## config.mk

```make
export PLATFORM = sky130hd
export DESIGN_NAME = fifo_word_serializer
export DESIGN_NICKNAME = d
export VERILOG_FILES = /design/src/rtl/fifo_word_serializer.sv
export SDC_FILE = /design/constraint.sdc
export NUM_CORES = 1
export LEC_CHECK = 0
export ABC_AREA = 0
export BUFFER_PORTS_ARGS = -buffer_cell sky130_fd_sc_hd__buf_2
export CORE_MARGIN = 8
export CORE_UTILIZATION = 40
export CTS_CLUSTER_DIAMETER = 120
export CTS_CLUSTER_SIZE = 8
export DETAILED_ROUTE_END_ITERATION = 6
export MAX_ROUTING_LAYER = met4
export PLACE_DENSITY = 0.71
export SYNTH_ARGS = -nofsm -noshare
export SYNTH_HDL_FRONTEND = slang
export SYNTH_SLANG_ARGS = --single-unit
export TNS_END_PERCENT = 10
```

## constraint.sdc

```tcl
create_clock -name clk -period 2.8 [get_ports clk]
set_input_delay 0.56 -clock clk [delete_from_list [all_inputs] [get_ports clk]]
set_output_delay 0.56 -clock clk [all_outputs]
set_load 0.02 [all_outputs]
```

## src/rtl/fifo_word_serializer.sv

```systemverilog
// Read-side stage for the fifo block: pops wide words through the rd/q/mty port and
// streams them out as OUT_WIDTH slices on valid/ready, marking the final slice of each word.
module fifo_word_serializer #(
   parameter int IN_WIDTH  = 128,
   parameter int OUT_WIDTH = 32,
   parameter bit MSB_FIRST = 1'b0
) (
   input  logic                 clk,
   input  logic                 arst_n,
   input  logic                 srst,
   input  logic                 fifo_mty,
   output logic                 fifo_rd,
   input  logic [IN_WIDTH-1:0]  fifo_q,
   output logic [OUT_WIDTH-1:0] out_data,
   output logic                 out_valid,
   input  logic                 out_ready,
   output logic                 out_last,
   output logic                 busy
);

   localparam int RATIO = IN_WIDTH / OUT_WIDTH;
   localparam int CNT_W = (RATIO > 1) ? $clog2(RATIO) : 1;
   localparam logic [CNT_W-1:0] CNT_LAST = CNT_W'(RATIO - 1);

   typedef enum logic [1:0] {
      IDLE  = 2'd0,
      WAIT  = 2'd1,
      SHIFT = 2'd2
   } state_t;

   state_t                            state, state_nxt;
   logic [CNT_W-1:0]                  cnt, cnt_nxt;
   logic [IN_WIDTH-1:0]               word_reg, word_nxt;
   logic                              accept;
   logic                              last_slice;
   logic [RATIO-1:0][OUT_WIDTH-1:0]   slices;
   logic [OUT_WIDTH-1:0]              slice_sel;

   // Slice ordering is fixed at elaboration; index 0 is always the first slice sent.
   genvar gi;
   generate
      for (gi = 0; gi < RATIO; gi++) begin : g_slice
         if (MSB_FIRST) begin : g_msb
            assign slices[gi] = word_reg[(RATIO-1-gi)*OUT_WIDTH +: OUT_WIDTH];
         end else begin : g_lsb
            assign slices[gi] = word_reg[gi*OUT_WIDTH +: OUT_WIDTH];
         end
      end
   endgenerate

   always_comb begin
      slice_sel = '0;
      for (int i = 0; i < RATIO; i++) begin
         if (cnt == CNT_W'(i)) slice_sel = slices[i];
      end
   end

   assign out_valid  = (state == SHIFT);
   assign last_slice = (cnt == CNT_LAST);
   assign accept     = out_valid & out_ready;
   assign out_last   = out_valid & last_slice;
   assign out_data   = out_valid ? slice_sel : '0;
   assign busy       = (state != IDLE);

   // The next read overlaps the last-slice accept so only one WAIT bubble separates words.
   assign fifo_rd = !srst && !fifo_mty &&
                    ((state == IDLE) || ((state == SHIFT) && last_slice && accept));

   always_comb begin
      state_nxt = state;
      cnt_nxt   = cnt;
      word_nxt  = word_reg;
      if (srst) begin
         state_nxt = IDLE;
         cnt_nxt   = '0;
         word_nxt  = '0;
      end else begin
         case (state)
            IDLE: begin
               if (fifo_rd) state_nxt = WAIT;
            end
            WAIT: begin
               state_nxt = SHIFT;
               word_nxt  = fifo_q;
               cnt_nxt   = '0;
            end
            SHIFT: begin
               if (accept) begin
                  if (last_slice) begin
                     state_nxt = fifo_rd ? WAIT : IDLE;
                     cnt_nxt   = '0;
                  end else begin
                     cnt_nxt = cnt + CNT_W'(1);
                  end
               end
            end
            default: begin
               state_nxt = IDLE;
               cnt_nxt   = '0;
            end
         endcase
      end
   end

   always_ff @(posedge clk or negedge arst_n) begin
      if (!arst_n) begin
         state    <= IDLE;
         cnt      <= '0;
         word_reg <= '0;
      end else begin
         state    <= state_nxt;
         cnt      <= cnt_nxt;
         word_reg <= word_nxt;
      end
   end

endmodule

```

* Word level (Yosys, flattened, before mapping)
Index checks and enable logic that the tools add are counted.
** Cells by class
- Add/sub/neg operators :: 1
- Eq/ne operators :: 9
- Mux-type cells :: 17
- Bitwise operators :: 2
- Reductions and logical operators :: 13
** Operator list (count)
- 128-bit 2-to-1 mux :: 2
- 32-bit 2-to-1 mux :: 5
- 2-bit 2-to-1 mux :: 7
- 2-bit == test (second input constant) :: 3
- 3-bit by 2-bit != test with 1-bit output (second input constant) :: 2
- 2-bit one-hot mux with 3 select lines :: 1
- 2-bit by 1-bit == test with 1-bit output (second input constant) :: 2
- 1-bit logical AND :: 4
- 2-bit logical NOT :: 2
- 2-bit one-hot mux with 2 select lines :: 1
- 2-bit nonzero test :: 2
- 3-bit != test (second input constant) :: 1
- 3-bit AND reduction :: 1
- 2-bit by 1-bit adder with 2-bit output (second input constant) :: 1
- 1-bit AND :: 2
- 1-bit logical NOT :: 2
- 2-bit != test (second input constant) :: 1
- 2-bit AND reduction :: 1
- 1-bit logical OR :: 1
- 1-bit 2-to-1 mux :: 1
** Word-level totals
- Register bits after elaboration :: 132
- Bits of input ports :: 133
- Output and inout port bits :: 36
- Word-level logic and storage cells :: 45

* Depth between registers and ports, before layout
Gate-level depths: netlist of the first run.
- Depth in word-level cells :: 10
- Gate-level depth with buffers :: 7
- Depth with buffers taken out :: 5

* Worst setup path before layout of the first run
OpenSTA, ideal clock, no wires.
- Path type :: reg-to-output
- Start point :: register cnt[0]
- End point :: output port fifo_rd
- Arrival time :: 2.027 ns
- Required time :: 2.240 ns
- Setup slack :: 0.213 ns
- Cell stages (with the launch flop) :: 5
- Path buffers :: 1
- Cell sequence :: dfrtp_1 ha_1 buf_2 nand2_1 a2111oi_0
** On the way
- Longest elaborated chain between the ends :: 5
** Ends and longest elaborated chain
- start, declared :: line 32 : logic [CNT_W-1:0] cnt, cnt_nxt;
- start signal, assigned :: line 112 : cnt <= cnt_nxt;
- 2-bit == test :: line 59 : assign last_slice = (cnt == CNT_LAST);
- 1-bit logical AND (2 in series) :: line 67 : ((state == IDLE) || ((state == SHIFT) && last_slice && accept));
- 1-bit logical OR :: line 67
- 1-bit logical AND :: line 66 : assign fifo_rd = !srst && !fifo_mty &&
- end, declared :: line 12 : output logic fifo_rd,
Every way passes these cells.

* Final worst setup path of the first run
- Start point :: register cnt[0]
- End point :: output port out_data[31]
** On the way
- Longest elaborated chain between the ends :: 6
- Elaborated cells between the ends (all ways) :: 9
- Classes of those cells :: eq/ne (3); mux (5); reduce/logical (1)
** Ends and longest elaborated chain
- 2-bit logical NOT :: line 54 : if (cnt == CNT_W'(i)) slice_sel = slices[i];
- 32-bit 2-to-1 mux (3 in series) :: line 54
- 32-bit 2-to-1 mux * :: line 54
- 32-bit 2-to-1 mux * :: line 62 : assign out_data = out_valid ? slice_sel : '0;
- end, declared :: line 14 : output logic [OUT_WIDTH-1:0] out_data,
Mark *: on every way between the ends. The rest lies on a longest branch, timed or not.

==> impl_results.md, run 1 <==
- Outcome: finished clean
- Delay-heaviest family, CP: buffers and inverters
- Vias per cell: 5.90
- Yosys warns: 0
- WP data arrival: around 2.2 ns
- Rows: 45
- Wire per inst: 21.8 um
- Largest net degree at the start of global routing: 129
- Post-route insts no fill: 829
- Largest area contributor in the netlist: dfrtp_1
- Worst-margin pin slew: 0.645 ns
- TritonCTS buffer count: 17
- P_leak: 3.89 nW
- Max Cap Violations: 0
- Pint: 0.00334 W
- Buf+Inv Stages, Crit Path: 3
- Max Slew Vio Count: 0
- Final worst-path cycle share: 98.7%
- Hold/Removal Path Class: in -> async
- CP required: about 2.2 ns
- Critical path depth: 7
- Net Sw Power: 0.00121 W
- Initial antenna violation count: 2
- DRC Markers: 0
- Combinational Power Share: 10.3%
- Reg power frac: between 40% and 50%
- Hold slack: 0.0601 ns
- Drt pass-1 iters: 4
- TNS Setup: 0 ns
- CTS H-tree lvls: 4
- Worst-path cell chain: inv_2 > ha_4 > nor2b_4 > buf_12 > a221oi_2 > o41ai_2 > buf_4
- Sw Ratio: a little over a quarter
- Share of layout cells above drive strength 1: 42.2%
- Die W: about 140 um
- Post-layout power: 0.00455 W
- Initial DRC count: 349
- DIE AREA: 19,700 um2
- Async SR Flop Fraction: 100%
- Placer Congestion: 0.798
- Unrepaired setup endpoints after global routing: true
- Clock root cell: clkbuf_16
- Crit end category: output pin
- Clk Latency, worst-skew pair: approximately 0.42 ns
- Final hold violations: 0
- Final instance area: 7820 um2
- Syn avg cell area: 13.1 um2
- Fmax: 362 MHz
- FF+latch count, synth: 132
- Max stage delay cell, worst path: dfrtp_2
- Final setup viols: 0
- Most frequent cell after synthesis: dfrtp_1
- CTS Sinks: 132
- Placed cells: 788
- IO Port Bufs: 168
- Most used flip-flop cell after synthesis: dfrtp_1
- Global-route wire length before repair: 28.5 mm
- Number of cells on the worst reg-to-reg path: 4
- Critical Path Max Stage Delay: around 0.45 ns
- Distinct cell type count after synthesis: 29
- WS Path Type: reg -> out
- CTS tree: done
- Routed via count: 4,888
- Post-route antenna net violation count: 0
- Slew headroom: 57.0%
- Clock Skews: 0.00852 ns
- Top cells by area in the synthesized netlist: dfrtp_1, a22o_1, o41ai_2
- GRT Overall Usage: a little under a fifth
- Clock slew at reported path FFs: roughly 0.060 ns
- Number of I/O pins: 169
- Gr ovfl total: 0
- Area of the mapped netlist: 6180 um2
- Maximum VDD drop: roughly 0.00042 V
- Post-DP Area: 7050 um2
- Syn Inst Count: between 400 and 500
- Number of flops mapped to enable cells by yosys: 0
- Clk buf depth: 2
- # nets final: between 700 and 800
- Min Tclk post-route: 2.76 ns
- Syn-to-layout area delta: 26.5%
- Core footprint: 15,100 um2
- Clk pwr share: 44.4%
- DIE HEIGHT: 140 um
- Top cells by count, synth: dfrtp_1, a22o_1, nor2b_1
- Initial core utilization: 40.8%
- Yosys top cell area share: 53.4%
- CP Max Fanout: 8
- Vias in the first global route: 5,186
- Detailed placer's ending HPWL: roughly 12 mm
- Final wirelength: 18.1 mm
- Syn_nets: 608
- Pwr Density: 582 nW/um2
- CP Launch Type: flop
- Sequential share of the synthesized area: around 53%
==> final timing paths <==
path	from	end	slack, ns
max in group asynchronous	arst_n	slices[105]	1.93
max	cnt[0]	out_data[31]	0.04
min in group clk	fifo_mty	state[0]	0.31
max reg2reg	state[0]	slices[28]	1.13
min reg2reg	slices[30]	slices[30]	0.50
min	arst_n	slices[87]	0.06
==> placed cells by master, fill, tap and decap left out, drive strengths merged <==
| cell type | Yosys | routed |
|---|---|---|
| dfrtp | 132 | 132 |
| clkinvlp | 0 | 4 |
| nor3 | 3 | 3 |
| or2 | 1 | 1 |
| clkbuf | 14 | 19 |
| a22o | 128 | 128 |
| nand2b | 1 | 1 |
| mux2i | 2 | 2 |
| inv | 3 | 6 |
| o21ai | 1 | 1 |
| a21oi | 2 | 2 |
| ha | 4 | 4 |
| nor2b | 34 | 34 |
| and2 | 1 | 1 |
| buf | 42 | 190 |
| nand3 | 31 | 31 |
| a2111oi | 2 | 2 |
| nor2 | 3 | 3 |
| and2b | 1 | 1 |
| clkinv | 0 | 7 |
| a32o | 1 | 1 |
| nand2 | 3 | 3 |
| o41ai | 31 | 31 |
| a221oi | 31 | 31 |
| diode | 0 | 3 |
==> area by class of cell <==
type	count	area (um2)
Clock buffer	18	429
Antenna cell	3	7.51
Multi-Input combinational cell	280	2510
Timing Repair Buffer	191	1210
Inverter	3	11.3
Fill cell	1323	7320
Tap cell	188	235
Sequential cell	132	3310
Clock inverter	14	106
==> routing by layer <==
metal / track usage (%) / routed length, um
met1: 25.3 / 8220
met2: 27.2 / 8560
met3: 5.13 / 1070
met4: 5.26 / 234
met5: - / 0
==> metrics by stage <==
stage	util [%]	worst slack, ns
global route	51.6	-0.0591
global placement	46.6	0.354
floorplan	-	0.213
finish	51.6	0.0376
CTS	50.5	0.00914
detailed placement	46.6	0.301
==> flip-flops by register name, summed over array words and instances (netlist names) <==
| register | count |
|---|---|
| slices | 128 |
| cnt | 2 |
| state | 2 |
==> cell families (layout without fill, tap and decap cells) <==
| group | after synthesis | in the layout | synth area share, % |
|---|---|---|---|
| compound gates | 196 | 196 | 31.2 |
| other cells | 0 | 3 | 0 |
| simple gates | 78 | 78 | 7.14 |
| flops | 132 | 132 | 53.4 |
| buf+inv | 59 | 226 | 7.08 |
| mux | 2 | 2 | 0.324 |
| fa+ha+maj | 4 | 4 | 0.809 |
==> power groups by stage <==
| stage | registers, W | logic, W | clock network (W) |
|---|---|---|---|
| 6_report | 0.00206 | 0.000470 | 0.00202 |
| 5_1_grt | 0.00207 | 0.000511 | 0.00215 |
| 4_1_cts | 0.00206 | 0.000452 | 0.00205 |
| 3_5_place_dp | 0.00209 | 0.000439 | 0 |
| 3_3_place_gp | 0.00209 | 0.000428 | 0 |
| 2_1_floorplan | 0.00207 | 0.000267 | 0 |
==> repair_timing <==
| item | CTS | global route |
|---|---|---|
| resized for setup | 16 | 30 |
| endpoints found under the setup margin | 23 | 31 |
| gates cloned | 1 | 1 |
| setup buffers | 0 | 4 |
| hold buffers | 0 | 0 |
| pin swaps | 1 | 21 |
(Power assumes the default switching activity.)
==> inputs of run 2 (changes only) <==
Clock period 2.8 ns to 2.99 ns, I/O delays scaled along.
==> impl_results.md, run 2 (same netlist as run 1, synthesis figures left out) <==
- Outcome: finished clean
- Most common cell after layout, fill and taps aside: buf_2
- Pre-CTS setup slack: 0.573 ns (+0.272 ns)
- Combinational Power Share: 9.2% (-1.1 points)
- Max stage delay cell, worst path: dfrtp_1
- IO Port Bufs: 168 (unchanged)
- Crit end category: output pin
- Initial antenna violation count: 2 (unchanged)
- Pwr Density: 579 nW/um2 (-0.57%)
- Max Slew Vio Count: 0 (unchanged)
- Worst-margin pin slew: 0.734 ns (+0.0895 ns)
- Sw Ratio: 23.7% (-2.9 points)
- Gr ovfl total: 0 (unchanged)
- Maximum VDD drop: 0.000386 V (-7.8%)
- Multi-input gate area: 2470 um2 (-1.7%)
- R2R setup slack: 1.09 ns (-0.04 ns)
- Most frequent cells in the layout: buf_2, dfrtp_1, a22o_1
- Vias per cell: 5.93 (+0.56%)
- Clock root cell: clkbuf_16
- Hold slack: 0.138 ns (+0.0783 ns)
- WS Path Type: reg -> out
- Worst setup margin: 0.154 ns (+0.116 ns)
- Wire per inst: 20.9 um (-4.2%)
- Slew headroom: 51.0% (-6.0 points)
- DIE HEIGHT: 140 um (unchanged)
- Number of I/O pins: 169 (unchanged)
- # nets final: 757 (-0.66%)
- Clock slew at reported path FFs: 0.05 ns (about the same)
- Drt pass-1 iters: 5 (+1)
- Post-DP Area: 7040 um2 (-0.25%)
- CP Max Fanout: 16 (+8)
- Final worst-path cycle share: 94.8%
- Final instance area: 7650 um2 (-2.2%)
- Clock Skews: 0.00466 ns (-0.00386 ns)
- CTS Sinks: 132 (unchanged)
- Clk buf depth: 2 (unchanged)
- CTS tree: done
- Reg power frac: 43.7% (-1.6 points)
- Number of cells on the worst reg-to-reg path: 4 (unchanged)
- Number of fill cells: 1,319 (-0.30%)
- Die W: 140 um (unchanged)
- P_leak: 3.86 nW (-0.87%)
- Max FFs per register: 128 (unchanged)
- Clk pwr share: 47.1% (+2.7 points)
- Core footprint: 15,100 um2 (unchanged)
- Placed cells: 789 (+0.13%)
- Placer Congestion: 0.834 (+4.6%)
- Min Tclk post-route: approximately 2.8 ns
- CP required: 2.39 ns (+0.15 ns)
- CP Launch Type: flop
- Global-route wire length before repair: 28.1 mm (-1.2%)
- WP data arrival: 2.24 ns (+0.04 ns)
- Vias in the first global route: 5,326 (+2.7%)
- Reg area: 3300 um2 (about the same)
- Hold/Removal Path Class: in -> async
- Fmax: 353 MHz
- Largest net degree at the start of global routing: 69 (-47%)
- Critical Path Max Stage Delay: 0.44 ns (about the same)
- Post-layout power: 0.00443 W (-2.8%)
- Syn-to-layout area delta: 23.6%
- Detailed placer's ending HPWL: 11.9 mm (+2.5%)
- CTS H-tree lvls: 4 (unchanged)
- Final hold violations: 0 (unchanged)
- Pint: 0.00338 W (+1.0%)
- DRC Markers: 0 (unchanged)
- Rows: 45 (unchanged)
- DIE AREA: 19,700 um2 (unchanged)
- Initial DRC count: 333 (-4.6%)
- Share of layout cells above drive strength 1: 40.4% (-1.7 points)
- Crit path launch: cnt[0]
- RR Endpoint: slices[82]
- Final setup viols: 0 (unchanged)
- Final wirelength: 17.2 mm (-4.9%)
- GRT Overall Usage: 18.3% (-0.48 points)
- Critical R2R Launch: state[0]
- Setup Fix Bufs, Post-CTS: 0 (unchanged)
- Net Sw Power: 0.00105 W (-13%)
- Routed via count: 4,880 (-0.16%)
- Post-route insts no fill: 823 (-0.72%)
- Worst-path cell chain: inv_1 > ha_1 > nor2b_2 > buf_6 > a221oi_1 > o41ai_1 > buf_2
- Max Cap Violations: 0 (unchanged)
- Post-route antenna net violation count: 0 (unchanged)
- TritonCTS buffer count: 17 (unchanged)
- Initial core utilization: 40.8% (unchanged)
- Clk Latency, worst-skew pair: 0.41 ns (about the same)
[run 2: worst max-delay path by stage]
stage                    to  slack, ns  cells past startpoint
6_report       out_data[31]       0.15                      7
2_1_floorplan       fifo_rd       0.37                      4
4_1_cts        out_data[31]       0.12                      7
5_1_grt        out_data[31]      -0.01                      7
3_5_place_dp   out_data[31]       0.57                      7
3_3_place_gp   out_data[19]       0.61                      7
[run 2: repair_timing]
action,in CTS,in global routing
gates resized for setup,0,2
setup endpoints to repair,0,2
hold buffers,0,0
[run 2: layout make-up]
class	instances	area share [%]
tap	188	3.08
sequential	132	43.2
clock buffer	23	6.51
timing repair buffer	186	13.4
clock inverter	9	1.31
antenna	2	0.0654
multi-input combinational	280	32.3
inverter	3	0.147
[run 2: worst max-delay path, delay by kind of cell (launching register included)]
| kind | cells | cell delay, ns |
|---|---|---|
| fa+ha+maj | 1 | 0.17 |
| simple gates | 1 | 0.19 |
| buf+inv | 3 | 0.56 |
| flops | 1 | 0.44 |
| compound gates | 2 | 0.47 |
[run 2: power groups by stage]
stage / combinational, W / sequential, W / clock (W)
4_1_cts: 0.000412 / 0.00193 / 0.00213
3_5_place_dp: 0.000411 / 0.00196 / 0
5_1_grt: 0.000447 / 0.00194 / 0.00220
2_1_floorplan: 0.000250 / 0.00194 / 0
3_3_place_gp: 0.000398 / 0.00196 / 0
6_report: 0.000408 / 0.00193 / 0.00208
[run 2: routing by layer]
metal | wire length, um | vias up | track usage, %
met4 | 168 | 0 | 5.20
met1 | 7550 | 2500 | 22.7
li1 | - | 2171 | -
met3 | 1230 | 18 | 5.61
met5 | 0 | - | -
met2 | 8260 | 191 | 28.4
[run 2: through the flow]
stage          utilization, %  TNS (ns)
6_report                 50.5         0
5_1_grt                  50.5   -0.0140
4_1_cts                  50.4         0
3_5_place_dp             46.5         0
3_3_place_gp             46.5         0
2_1_floorplan               -         0
